<file path="config.mk">
export PLATFORM = sky130hd
export DESIGN_NAME = pipe_stage_elastic
export DESIGN_NICKNAME = d
export VERILOG_FILES = /design/src/rtl/pipe_stage_elastic.sv
export SDC_FILE = /design/constraint.sdc
export NUM_CORES = 1
export LEC_CHECK = 0
export CAP_MARGIN = 40
export CORE_MARGIN = 3
export CORE_UTILIZATION = 35
export CTS_CLUSTER_DIAMETER = 200
export CTS_CLUSTER_SIZE = 25
export DETAILED_ROUTE_END_ITERATION = 6
export REMOVE_ABC_BUFFERS = 1
export SLEW_MARGIN = 20
export SYNTH_ARGS = -nofsm -noshare
export SYNTH_HDL_FRONTEND = slang
export SYNTH_SLANG_ARGS = --single-unit
</file>
<file path="constraint.sdc">
create_clock -name clk -period 1.75 [get_ports clk]
set_input_delay 0.35 -clock clk [delete_from_list [all_inputs] [get_ports clk]]
set_output_delay 0.35 -clock clk [all_outputs]
set_load 0.01 [all_outputs]
</file>
<file path="src/rtl/pipe_stage_elastic.sv">
// pipe_stage_elastic: flow-controlled pipeline boundary register with a
// 2-entry skid buffer, synchronous flush and a saturating stall counter.
//
// Ports:
//   clk, reset     rising-edge clock, synchronous active-high reset
//   flush          synchronous squash of all held entries
//   in_valid/in_ready/in_data     upstream valid/ready handshake
//   out_valid/out_ready/out_data  downstream valid/ready handshake
//   occupancy      number of held entries (0..2)
//   stall_count    saturating count of out_valid & !out_ready cycles
//   stall_clr      synchronous clear of stall_count
module pipe_stage_elastic #(
  parameter int unsigned DATA_W     = 32,
  parameter bit          CLEAR_DATA = 1'b1,
  parameter int unsigned CNT_W      = 16
) (
  input  logic              clk,
  input  logic              reset,
  input  logic              flush,
  input  logic              in_valid,
  output logic              in_ready,
  input  logic [DATA_W-1:0] in_data,
  output logic              out_valid,
  input  logic              out_ready,
  output logic [DATA_W-1:0] out_data,
  output logic [1:0]        occupancy,
  output logic [CNT_W-1:0]  stall_count,
  input  logic              stall_clr
);

  localparam logic [CNT_W-1:0] CNT_MAX = {CNT_W{1'b1}};

  typedef enum logic [1:0] {
    S_EMPTY = 2'd0,
    S_ONE   = 2'd1,
    S_FULL  = 2'd2
  } state_t;

  state_t            state_q;
  state_t            state_d;
  logic [DATA_W-1:0] skid_q;
  logic              xfer_in;
  logic              xfer_out;
  logic              main_load;
  logic              main_from_skid;
  logic              skid_load;
  logic [1:0]        occ_d;

  // in_ready and out_valid are flops, so neither handshake has a comb path.
  assign xfer_in  = in_valid & in_ready;
  assign xfer_out = out_valid & out_ready;

  // Next-state and data-load decode.
  always_comb begin
    state_d        = state_q;
    main_load      = 1'b0;
    main_from_skid = 1'b0;
    skid_load      = 1'b0;
    occ_d          = 2'd0;
    case (state_q)
      S_EMPTY: begin
        if (xfer_in) begin
          main_load = 1'b1;
          state_d   = S_ONE;
        end
      end
      S_ONE: begin
        if (xfer_in && xfer_out) begin
          main_load = 1'b1;
        end else if (xfer_in) begin
          skid_load = 1'b1;
          state_d   = S_FULL;
        end else if (xfer_out) begin
          state_d = S_EMPTY;
        end
      end
      S_FULL: begin
        if (xfer_out) begin
          main_load      = 1'b1;
          main_from_skid = 1'b1;
          state_d        = S_ONE;
        end
      end
      default: state_d = S_EMPTY;
    endcase
    // Flush discards any accepted input; an outgoing transfer already happened.
    if (flush) begin
      state_d        = S_EMPTY;
      main_load      = 1'b0;
      main_from_skid = 1'b0;
      skid_load      = 1'b0;
    end
    case (state_d)
      S_ONE:   occ_d = 2'd1;
      S_FULL:  occ_d = 2'd2;
      default: occ_d = 2'd0;
    endcase
  end

  // State and decoded handshake/occupancy registers.
  always_ff @(posedge clk) begin
    if (reset) begin
      state_q   <= S_EMPTY;
      out_valid <= 1'b0;
      in_ready  <= 1'b1;
      occupancy <= 2'd0;
    end else begin
      state_q   <= state_d;
      out_valid <= (state_d != S_EMPTY);
      in_ready  <= (state_d != S_FULL);
      occupancy <= occ_d;
    end
  end

  // Payload registers; cleared on reset/flush only when CLEAR_DATA is set.
  always_ff @(posedge clk) begin
    if (CLEAR_DATA && (reset || flush)) begin
      out_data <= '0;
      skid_q   <= '0;
    end else if (!reset) begin
      if (main_load) begin
        out_data <= main_from_skid ? skid_q : in_data;
      end
      if (skid_load) begin
        skid_q <= in_data;
      end
    end
  end

  // Saturating stall counter; clear beats increment, flush does not touch it.
  always_ff @(posedge clk) begin
    if (reset || stall_clr) begin
      stall_count <= '0;
    end else if (out_valid && !out_ready && (stall_count != CNT_MAX)) begin
      stall_count <= stall_count + CNT_W'(1);
    end
  end

endmodule

</file>
==> impl_summary.txt, run 1 <==
----------------------------------------------------
[Clocking]
  Total number of clock tree sinks ... 86
  Clock buffer count from CTS ... 9
  Clock tree from TritonCTS ... yes
  Clk root buf ... sky130_fd_sc_hd__clkbuf_8
  Register clock-pin slew on the reported worst setup and hold paths ... ~80 ps
  Clock Latency Late Sink ... between 300 and 400 ps
  Hold buffer count at CTS ... 0
  Buffers from clock root to sink, at most ... 2
  H-tree levels ... 3

[Floorplan]
  Rows ... 35
  Die Y-Extent ... around 110 um
  Die outline area ... 0.0113 sq mm
  Die boundary width ... 106 um
  Top Ports ... 90
  Initial Utilization ... 0.370
  Area inside the core boundary ... 0.00950 sq mm

[Synth]
  Synth warnings ... 0
  Predominant post-synthesis flop cell ... sky130_fd_sc_hd__dfxtp_1
  Register bit total from synthesis ... 86
  Share of synthesized registers carrying an async set or reset ... 0
  Post-synthesis instance area ... ~0.0035 sq mm
  EDFF count, synth ... 0
  Number of instances in the synthesized netlist ... between 400 and 500
  Per-instance average area after synthesis ... between 8 and 9 sq um
  Portion of the post-synthesis area used by sequential elements ... 0.489
  Netlist cell types ... 39

[Pwr]
  Internal Dissipation ... 0.00298 W
  Peak ir drop on the vdd network ... 484 uV
  Combinational group share of total power ... 0.100
  Sequential cell fraction of total power ... 0.518
  Net switching share of the total power ... 0.233
  Part of the power in the clock network ... 0.383
  Pwr dens ... 746 mW/mm^2
  Lkg Pwr ... about 2.3 nW
  Switching power ... about 0.0009 W

[Detailed routing]
  First-pass detailed-route iteration total ... 4
  Remaining number of nets flagged by the antenna check after routing ... 0
  WL/cell ... between 10 and 15 um
  Wire length reported by the detailed router ... 9550 um
  DRC violations left ... 0
  Vias per Instance ... around 5
  Total number of vias ... around 3400
  Iteration-0 DRC Markers ... about 130

[Finish]
  Inserted Diodes ... 0
  Ratio of cells with drive above 1 in the final layout ... 0.174
  Area growth from synthesis to layout ... 47.9%
  Post-layout instance area ... roughly 0.0052 sq mm
  Net count reported at finish ... around 570
  Final standard cell utilization of the core ... 0.548

[Run]
  Number of max-capacitance violations reported ... 0

[Worst setup path]
  Max stage delay on crit path ... 490 ps
  FF-to-FF path depth ... 5
  Critical Path Most Common Cell ... sky130_fd_sc_hd__buf_4
  Startpoint kind of the worst setup timing path ... primary input
  Largest delay contributor family on the critical path ... buffers and inverters
  Data arrival time of the critical path ... 2010 ps
  Worst Setup End Kind ... flop
  Crit path cell chain ... clkdlybuf4s50_1 > buf_4 > nor2b_2 > o41ai_4 > buf_4 > or4_1 > a21oi_1
  Combined buffer and inverter count along the critical path ... 3
  Slack of the worst reg-to-reg path ... around 80 ps
  Slowest stage cell on the critical path ... sky130_fd_sc_hd__or4_1
  Largest fanout on the critical path ... 6
  Worst endpoint required time ... 2030 ps
  Critical Setup Path Class ... primary input to flop
  Crit Reg-Reg Startpoint ... stall_count[1]$_SDFFE_PP0P_
  Reg-to-reg endpoint ... stall_count[15]$_SDFFE_PP0P_

[STA]
  Fraction of the cycle the final worst path needs ... 0.986
  Final hold violations ... 0
  Worst slew margin relative to its limit ... 0.753
  Hold Slack ... about 460 ps
  Clock skew ... ~11 ps
  Slew @ Worst Pin ... between 300 and 400 ps
  Max-slew violations ... 0
  Post-route minimum period ... approximately 1700 ps
  Final setup slack of the worst path ... 23.7 ps
  Setup repair after global routing missed its margin ... yes
  Peak Freq ... 0.579 GHz
  Final Setup Violations ... 0
  Final sum of negative setup slack ... 0 ps

[Hold path]
  Hold path start ... skid_q[14]$_SDFFE_PP0P_
  Hold depth ... 2
  Worst min-delay path endpoint ... skid_q[14]$_SDFFE_PP0P_
  Type of the tightest min-delay check ... flop to flop

[GRT]
  Leftover overflow at the end of global routing ... 0
  Largest net degree at the start of global routing ... 24
  First-pass GRT wire length ... between 15000 and 20000 um
  Initial antenna violation count ... 0
  Vias in the first global route ... roughly 3200
  Total GRT Usage ... 0.172

[Placement]
  Worst Setup Slack post-DPL ... -401 ps
  Weighted congestion reported at the end of routability-driven placement ... 0.833
  Placement-stage cell area ... about 0.0049 sq mm
  Placed wire-length estimate ... 6650 um
  # port buffers ... a little under 90

[Run status]
  Outcome ... completed

----------------------------------------------------
-- worst max-delay path by stage --
stage | startpoint | endpoint | slack (ps) | depth (start not counted)
floorplan | flush | skid_q[0]$_SDFFE_PP0P_ | -1230 | 4
finish | out_ready | stall_count[15]$_SDFFE_PP0P_ | 20 | 7
global route | stall_count[1]$_SDFFE_PP0P_ | stall_count[15]$_SDFFE_PP0P_ | 2 | 5
global placement | out_ready | out_data[19]$_SDFFE_PP0P_ | -370 | 6
CTS | stall_count[8]$_SDFFE_PP0P_ | stall_count[8] | 2 | 2
detailed placement | out_ready | out_data[15]$_SDFFE_PP0P_ | -400 | 6
-- metrics by stage --
stage / power (W) / instances
6_report: 0.00388 / 663
5_1_grt: 0.00405 / 663
4_1_cts: 0.00393 / 663
3_5_place_dp: 0.00244 / 644
3_3_place_gp: 0.00243 / 644
2_1_floorplan: 0.00218 / 376
-- metal layers --
metal,up-vias,wire [um],track usage
li1,1676,-,-
met1,1571,4300,0.222
met2,104,4430,0.278
met3,8,755,0.0565
met4,0,68,0.0379
met5,-,0,0
-- power groups by stage --
stage               registers, W  logic, W  clock network (W)
floorplan                0.00207  0.000111                  0
global placement         0.00206  0.000377                  0
finish                   0.00201  0.000387            0.00148
global route             0.00201  0.000419            0.00162
detailed placement       0.00206  0.000381                  0
CTS                      0.00201  0.000386            0.00153
-- worst min-delay path, stage by stage, from the launching register on --
cell and delay [ps]:
sky130_fd_sc_hd__dfxtp_1 320, sky130_fd_sc_hd__nand2_1 50, sky130_fd_sc_hd__a21oi_1 50
-- state kept, by name, indices dropped and copies added (netlist names) --
| register | count |
|---|---|
| state_q | 2 |
| out_valid | 1 |
| occupancy | 2 |
| stall_count | 16 |
| skid_q | 32 |
| in_ready | 1 |
| out_data | 32 |
-- cell type report --
cell class / instances / area [sq um]
multi-input cells: 286 / 1710
repair buffers: 142 / 1370
fillers: 912 / 4300
inverters: 4 / 15.0
clock inverters: 4 / 53.8
clock buffers: 12 / 165
flip-flops and latches: 86 / 1730
well taps: 129 / 161
-- cells in the mapped netlist, types with 6 or more instances --
master                     number  area share
sky130_fd_sc_hd__clkbuf_1      14       0.015
sky130_fd_sc_hd__o21ai_0        6      0.0085
sky130_fd_sc_hd__nand2_1       71       0.076
sky130_fd_sc_hd__buf_2         12       0.017
sky130_fd_sc_hd__nor2_1         8      0.0085
sky130_fd_sc_hd__o21ai_1       36       0.051
sky130_fd_sc_hd__a21oi_1       43       0.061
sky130_fd_sc_hd__mux2i_1       34       0.097
sky130_fd_sc_hd__dfxtp_1       86        0.49
sky130_fd_sc_hd__nand4_1        6       0.011
sky130_fd_sc_hd__nand3_1       35       0.050
sky130_fd_sc_hd__or3_1          7       0.012
-- repair_timing --
action | in CTS | in global routing
endpoints found under the setup margin | 15 | 47
hold endpoints to repair | 0 | 0
buffers inserted | 2 | 0
gates resized for setup | 13 | 21
cloned | 1 | 0
pin swaps | 2 | 4
-- logic make-up (layout without fill, tap and decap cells) --
kind of cell    after synthesis  in the layout  share of synthesized area
buf+inv                      31            162                     0.0395
flops                        86             86                      0.489
fa+ha+maj                     1              1                    0.00355
mux                          34             34                     0.0967
xor+xnor                      1              1                    0.00249
simple gates                154            154                      0.216
compound gates               96             96                      0.153
-- cell usage in the layout (no fill, tap or decap), types with 2 or more instances in the layout --
master	count
sky130_fd_sc_hd__dfxtp_1	79
sky130_fd_sc_hd__o21ai_1	36
sky130_fd_sc_hd__nor2_1	7
sky130_fd_sc_hd__o41ai_1	2
sky130_fd_sc_hd__or3_1	7
sky130_fd_sc_hd__nand4_1	6
sky130_fd_sc_hd__o31ai_1	3
sky130_fd_sc_hd__mux2i_1	34
sky130_fd_sc_hd__o21ai_0	6
sky130_fd_sc_hd__dlygate4sd2_1	2
sky130_fd_sc_hd__a21oi_1	42
sky130_fd_sc_hd__buf_4	49
sky130_fd_sc_hd__inv_1	4
sky130_fd_sc_hd__dlymetal6s2s_1	13
sky130_fd_sc_hd__nor3_1	4
sky130_fd_sc_hd__clkinvlp_4	2
sky130_fd_sc_hd__nand2_1	71
sky130_fd_sc_hd__or4_1	4
sky130_fd_sc_hd__buf_12	2
sky130_fd_sc_hd__dfxtp_2	6
sky130_fd_sc_hd__clkbuf_8	12
sky130_fd_sc_hd__and3_1	2
sky130_fd_sc_hd__nand3_1	35
sky130_fd_sc_hd__or2_2	2
sky130_fd_sc_hd__clkdlybuf4s50_1	74
Power figures use the tool's default switching activity.
==> inputs of run 2 (changes only) <==
Settings changed: ABC_AREA set to 1, GPL_TIMING_DRIVEN set to 0.
==> run 2 against run 1 <==
  * First-iteration DRC count up 58%
  * Sequential share of layout area down 0.72 points
  * Worst setup slack better by 39 ps
  * Die area up 11%
  * Clock power up 20%
  * Final area up 1.8%
  * Global-route usage down 0.65 points
  * Area after synthesis up 12%
  * Critical path type is now flop to output port
==> impl_summary.txt, run 2 <==
----------------------------------------------------
[Synth]
  Proportion of synthesized area in mux cells ... 0 (was 0.0967)
  Post-synthesis instance area ... 0.00394 sq mm (was 0.00352 sq mm)
  Synth warnings ... 0 (unchanged)
  Number of instances in the synthesized netlist ... 534 (was 403)
  Dominant combinational cell family by area after synthesis ... simple AND/OR/NAND/NOR gates (unchanged)
  Commonest cells in the netlist ... sky130_fd_sc_hd__nand2_1, sky130_fd_sc_hd__dfxtp_1, sky130_fd_sc_hd__a21oi_1, sky130_fd_sc_hd__nor2_1, sky130_fd_sc_hd__inv_1 (was sky130_fd_sc_hd__dfxtp_1, sky130_fd_sc_hd__nand2_1, sky130_fd_sc_hd__a21oi_1, sky130_fd_sc_hd__o21ai_1, sky130_fd_sc_hd__nand3_1)
  Portion of the post-synthesis area used by sequential elements ... 0.437 (was 0.489)
  Count leader, synth ... sky130_fd_sc_hd__nand2_1 (was sky130_fd_sc_hd__dfxtp_1)
  Netlist cell types ... 24 (was 39)
  Share of the synthesized area in the top cell type ... 0.437 (was 0.489)
  Compound-gate portion of the synthesized area ... 0.184 (was 0.153)
  Predominant post-synthesis flop cell ... sky130_fd_sc_hd__dfxtp_1 (unchanged)
  EDFF count, synth ... 0 (unchanged)
  Synth top area cells ... sky130_fd_sc_hd__dfxtp_1, sky130_fd_sc_hd__nand2_1, sky130_fd_sc_hd__a21oi_1 (was sky130_fd_sc_hd__dfxtp_1, sky130_fd_sc_hd__mux2i_1, sky130_fd_sc_hd__nand2_1)
  Per-instance average area after synthesis ... 7.37 sq um (was 8.73 sq um)
  Register bit total from synthesis ... 86 (unchanged)
  Xor and xnor fraction of the mapped netlist area ... 0.0134 (was 0.00249)
  Share of synthesized registers carrying an async set or reset ... 0 (unchanged)
  Cell accounting for the most synthesized area ... sky130_fd_sc_hd__dfxtp_1 (unchanged)
  Post-Synth Simple-Gate Area ... 0.268 (was 0.216)
  Adder-cell share of the synthesized area ... 0.00318 (was 0.00355)

[Finish]
  Area growth from synthesis to layout ... 34.6% (was 47.9%)
  Post-route insts no fill ... 765 (was 663)
  Largest registers ... out_data x32, skid_q x32, stall_count x16 (unchanged)
  Sequential Area ... 0.00173 sq mm (about the same)
  Commonest non-fill, non-tap cell in the layout ... sky130_fd_sc_hd__nand2_1 (was sky130_fd_sc_hd__dfxtp_1)
  Net count reported at finish ... 660 (was 568)
  Area of combinational cells with multiple inputs ... 0.00192 sq mm (was 0.00171 sq mm)
  Post-layout instance area ... 0.00530 sq mm (was 0.00521 sq mm)
  Final standard cell utilization of the core ... 0.485 (was 0.548)
  Final-layout fill cell count ... 1095 (was 912)
  Leading cell types in the layout, fill and taps excluded ... sky130_fd_sc_hd__nand2_1, sky130_fd_sc_hd__clkdlybuf4s50_1, sky130_fd_sc_hd__dfxtp_1, sky130_fd_sc_hd__a21oi_1, sky130_fd_sc_hd__nor2_1 (was sky130_fd_sc_hd__dfxtp_1, sky130_fd_sc_hd__clkdlybuf4s50_1, sky130_fd_sc_hd__nand2_1, sky130_fd_sc_hd__buf_4, sky130_fd_sc_hd__a21oi_1)
  Ratio of cells with drive above 1 in the final layout ... 0.110 (was 0.174)
  Inserted Diodes ... 0 (unchanged)

[Clocking]
  Clock Latency Late Sink ... 330 ps (was 350 ps)
  Total number of clock tree sinks ... 86 (unchanged)
  Clk root buf ... sky130_fd_sc_hd__clkbuf_16 (was sky130_fd_sc_hd__clkbuf_8)
  Clock buffer count from CTS ... 9 (unchanged)
  Register clock-pin slew on the reported worst setup and hold paths ... 60 ps (was 80 ps)
  Clock tree from TritonCTS ... yes (unchanged)
  Hold buffer count at CTS ... 0 (unchanged)
  H-tree levels ... 3 (unchanged)
  Buffers from clock root to sink, at most ... 2 (unchanged)

[Worst setup path]
  Critical Setup Path Class ... flop to output port (was primary input to flop)
  Max stage delay on crit path ... 590 ps (was 490 ps)
  Data arrival time of the critical path ... 1340 ps (was 2010 ps)
  Worst endpoint required time ... 1400 ps (was 2030 ps)
  Combined buffer and inverter count along the critical path ... 1 (was 3)
  Largest fanout on the critical path ... 7 (was 6)
  Crit path cell chain ... clkdlybuf4s50_1 (was clkdlybuf4s50_1 > buf_4 > nor2b_2 > o41ai_4 > buf_4 > or4_1 > a21oi_1)
  Startpoint kind of the worst setup timing path ... flop (was primary input)
  Slowest stage cell on the critical path ... sky130_fd_sc_hd__clkdlybuf4s50_1 (was sky130_fd_sc_hd__or4_1)
  Largest delay contributor family on the critical path ... buffers and inverters (unchanged)
  Worst Setup End Kind ... output port (was flop)

[Floorplan]
  Initial Utilization ... 0.360 (was 0.370)
  Die Y-Extent ... 112 um (was 106 um)
  Die outline area ... 0.0126 sq mm (was 0.0113 sq mm)
  Rows ... 38 (was 35)
  Area inside the core boundary ... 0.0109 sq mm (was 0.00950 sq mm)
  Top Ports ... 90 (unchanged)
  Die boundary width ... 112 um (was 106 um)

[STA]
  Post-route minimum period ... 1690 ps (was 1730 ps)
  Final hold violations ... 0 (unchanged)
  Clock skew ... 9.06 ps (was 10.8 ps)
  Final Setup Violations ... 0 (unchanged)
  Final sum of negative setup slack ... 0 ps (unchanged)
  Fraction of the cycle the final worst path needs ... 0.964 (was 0.986)
  Slew @ Worst Pin ... 759 ps (was 367 ps)
  Max-slew violations ... 0 (unchanged)
  Setup repair after global routing missed its margin ... no (was yes)
  Hold Slack ... 453 ps (was 456 ps)
  Worst slew margin relative to its limit ... 0.493 (was 0.753)
  Peak Freq ... 0.593 GHz (was 0.579 GHz)

[Detailed routing]
  Vias per Instance ... 4.95 (was 5.07)
  WL/cell ... 14.6 um (was 14.4 um)
  Remaining number of nets flagged by the antenna check after routing ... 0 (unchanged)
  Iteration-0 DRC Markers ... 201 (was 127)
  Wire length reported by the detailed router ... 11200 um (was 9550 um)
  First-pass detailed-route iteration total ... 4 (unchanged)
  DRC violations left ... 0 (unchanged)
  Total number of vias ... 3787 (was 3359)

[Run]
  Number of max-capacitance violations reported ... 0 (unchanged)

[GRT]
  First-pass GRT wire length ... 17000 um (was 15800 um)
  Total GRT Usage ... 0.165 (was 0.172)
  Leftover overflow at the end of global routing ... 0 (unchanged)
  Largest net degree at the start of global routing ... 48 (was 24)
  Vias in the first global route ... 3594 (was 3245)
  Initial antenna violation count ... 0 (unchanged)

[Pwr]
  Lkg Pwr ... 1.88 nW (was 2.27 nW)
  Peak ir drop on the vdd network ... 397 uV (was 484 uV)
  Pwr dens ... 781 mW/mm^2 (was 746 mW/mm^2)

[Placement]
  Total placed cells including tap cells ... 737 (was 644)
  Placement-stage cell area ... 0.00487 sq mm (was 0.00486 sq mm)
  Placed wire-length estimate ... 6590 um (was 6650 um)
  Weighted congestion reported at the end of routability-driven placement ... 0.822 (was 0.833)
  # port buffers ... 89 (unchanged)

[Run status]
  Outcome ... completed (unchanged)

[Hold path]
  Type of the tightest min-delay check ... flop to flop (unchanged)

----------------------------------------------------
run 2: changes by cell type after synthesis, sizes merged, moves of 5 or more:
cell / before / now
or4: 5 / 0
nand2: 71 / 115
clkbuf: 14 / 5
nor3b: 0 / 10
or3: 8 / 0
mux2i: 34 / 0
nor2: 8 / 66
a21oi: 43 / 57
buf: 13 / 24
inv: 4 / 46
nand3: 35 / 30
o21ai: 42 / 81
run 2: worst reg2reg max path, delay by kind of cell (launching register included):
family | cells | cell delay (ps)
compound gates | 1 | 140
fa+ha+maj | 1 | 220
flops | 1 | 390
simple gates | 6 | 740
run 2: logic make-up after synthesis:
family,after synthesis
AND/OR/NAND/NOR,228
AO/OA/AOI/OAI,138
flip-flops,86
buffers and inverters,75
XOR/XNOR,6
adder cells (fa/ha/maj),1
run 2: worst paths after layout:
path	endpoint	start	slack (ps)	depth (start not counted)
worst max-delay path	stall_count[12]	stall_count[12]$_SDFFE_PP0P_	60	1
worst min register to register	skid_q[1]$_SDFFE_PP0P_	skid_q[1]$_SDFFE_PP0P_	450	2
worst min-delay path	skid_q[1]$_SDFFE_PP0P_	skid_q[1]$_SDFFE_PP0P_	450	2
worst max register to register	stall_count[15]$_SDFFE_PP0P_	stall_count[1]$_SDFFE_PP0P_	150	8
run 2: power by group:
part	switching (W)	internal, W	total (W)
clock	0.000810	0.000964	0.00177
sequential	0.0000123	0.00198	0.00199
combinational	0.000205	0.000170	0.000375
run 2: area by class of cell:
| type | instances | area share |
|---|---|---|
| clock buffers | 9 | 0.0425 |
| repair buffers | 100 | 0.195 |
| clock inverters | 6 | 0.00874 |
| well taps | 140 | 0.0331 |
| flip-flops and latches | 86 | 0.326 |
| multi-input cells | 378 | 0.362 |
| inverters | 46 | 0.0326 |
run 2: per-stage QoR:
step | power, W | setup WS (ps)
5_1_grt | 0.00430 | 1.94
3_5_place_dp | 0.00238 | -1290
6_report | 0.00414 | 63.1
3_3_place_gp | 0.00237 | -1620
2_1_floorplan | 0.00219 | -183
4_1_cts | 0.00417 | 34.7
run 2: per-layer routing:
layer,vias up,track usage,routed length [um]
met2,109,0.268,5240
met3,8,0.0469,650
met5,-,0,0
met4,0,0.0537,142
met1,1744,0.213,5130
li1,1926,-,-
run 2: timing repair:
action / CTS / global route
endpoints found under the setup margin: 68 / 63
cloned: 2 / 4
gates resized for setup: 5 / 8
pin swaps: 5 / 4
buffers inserted: 6 / 1
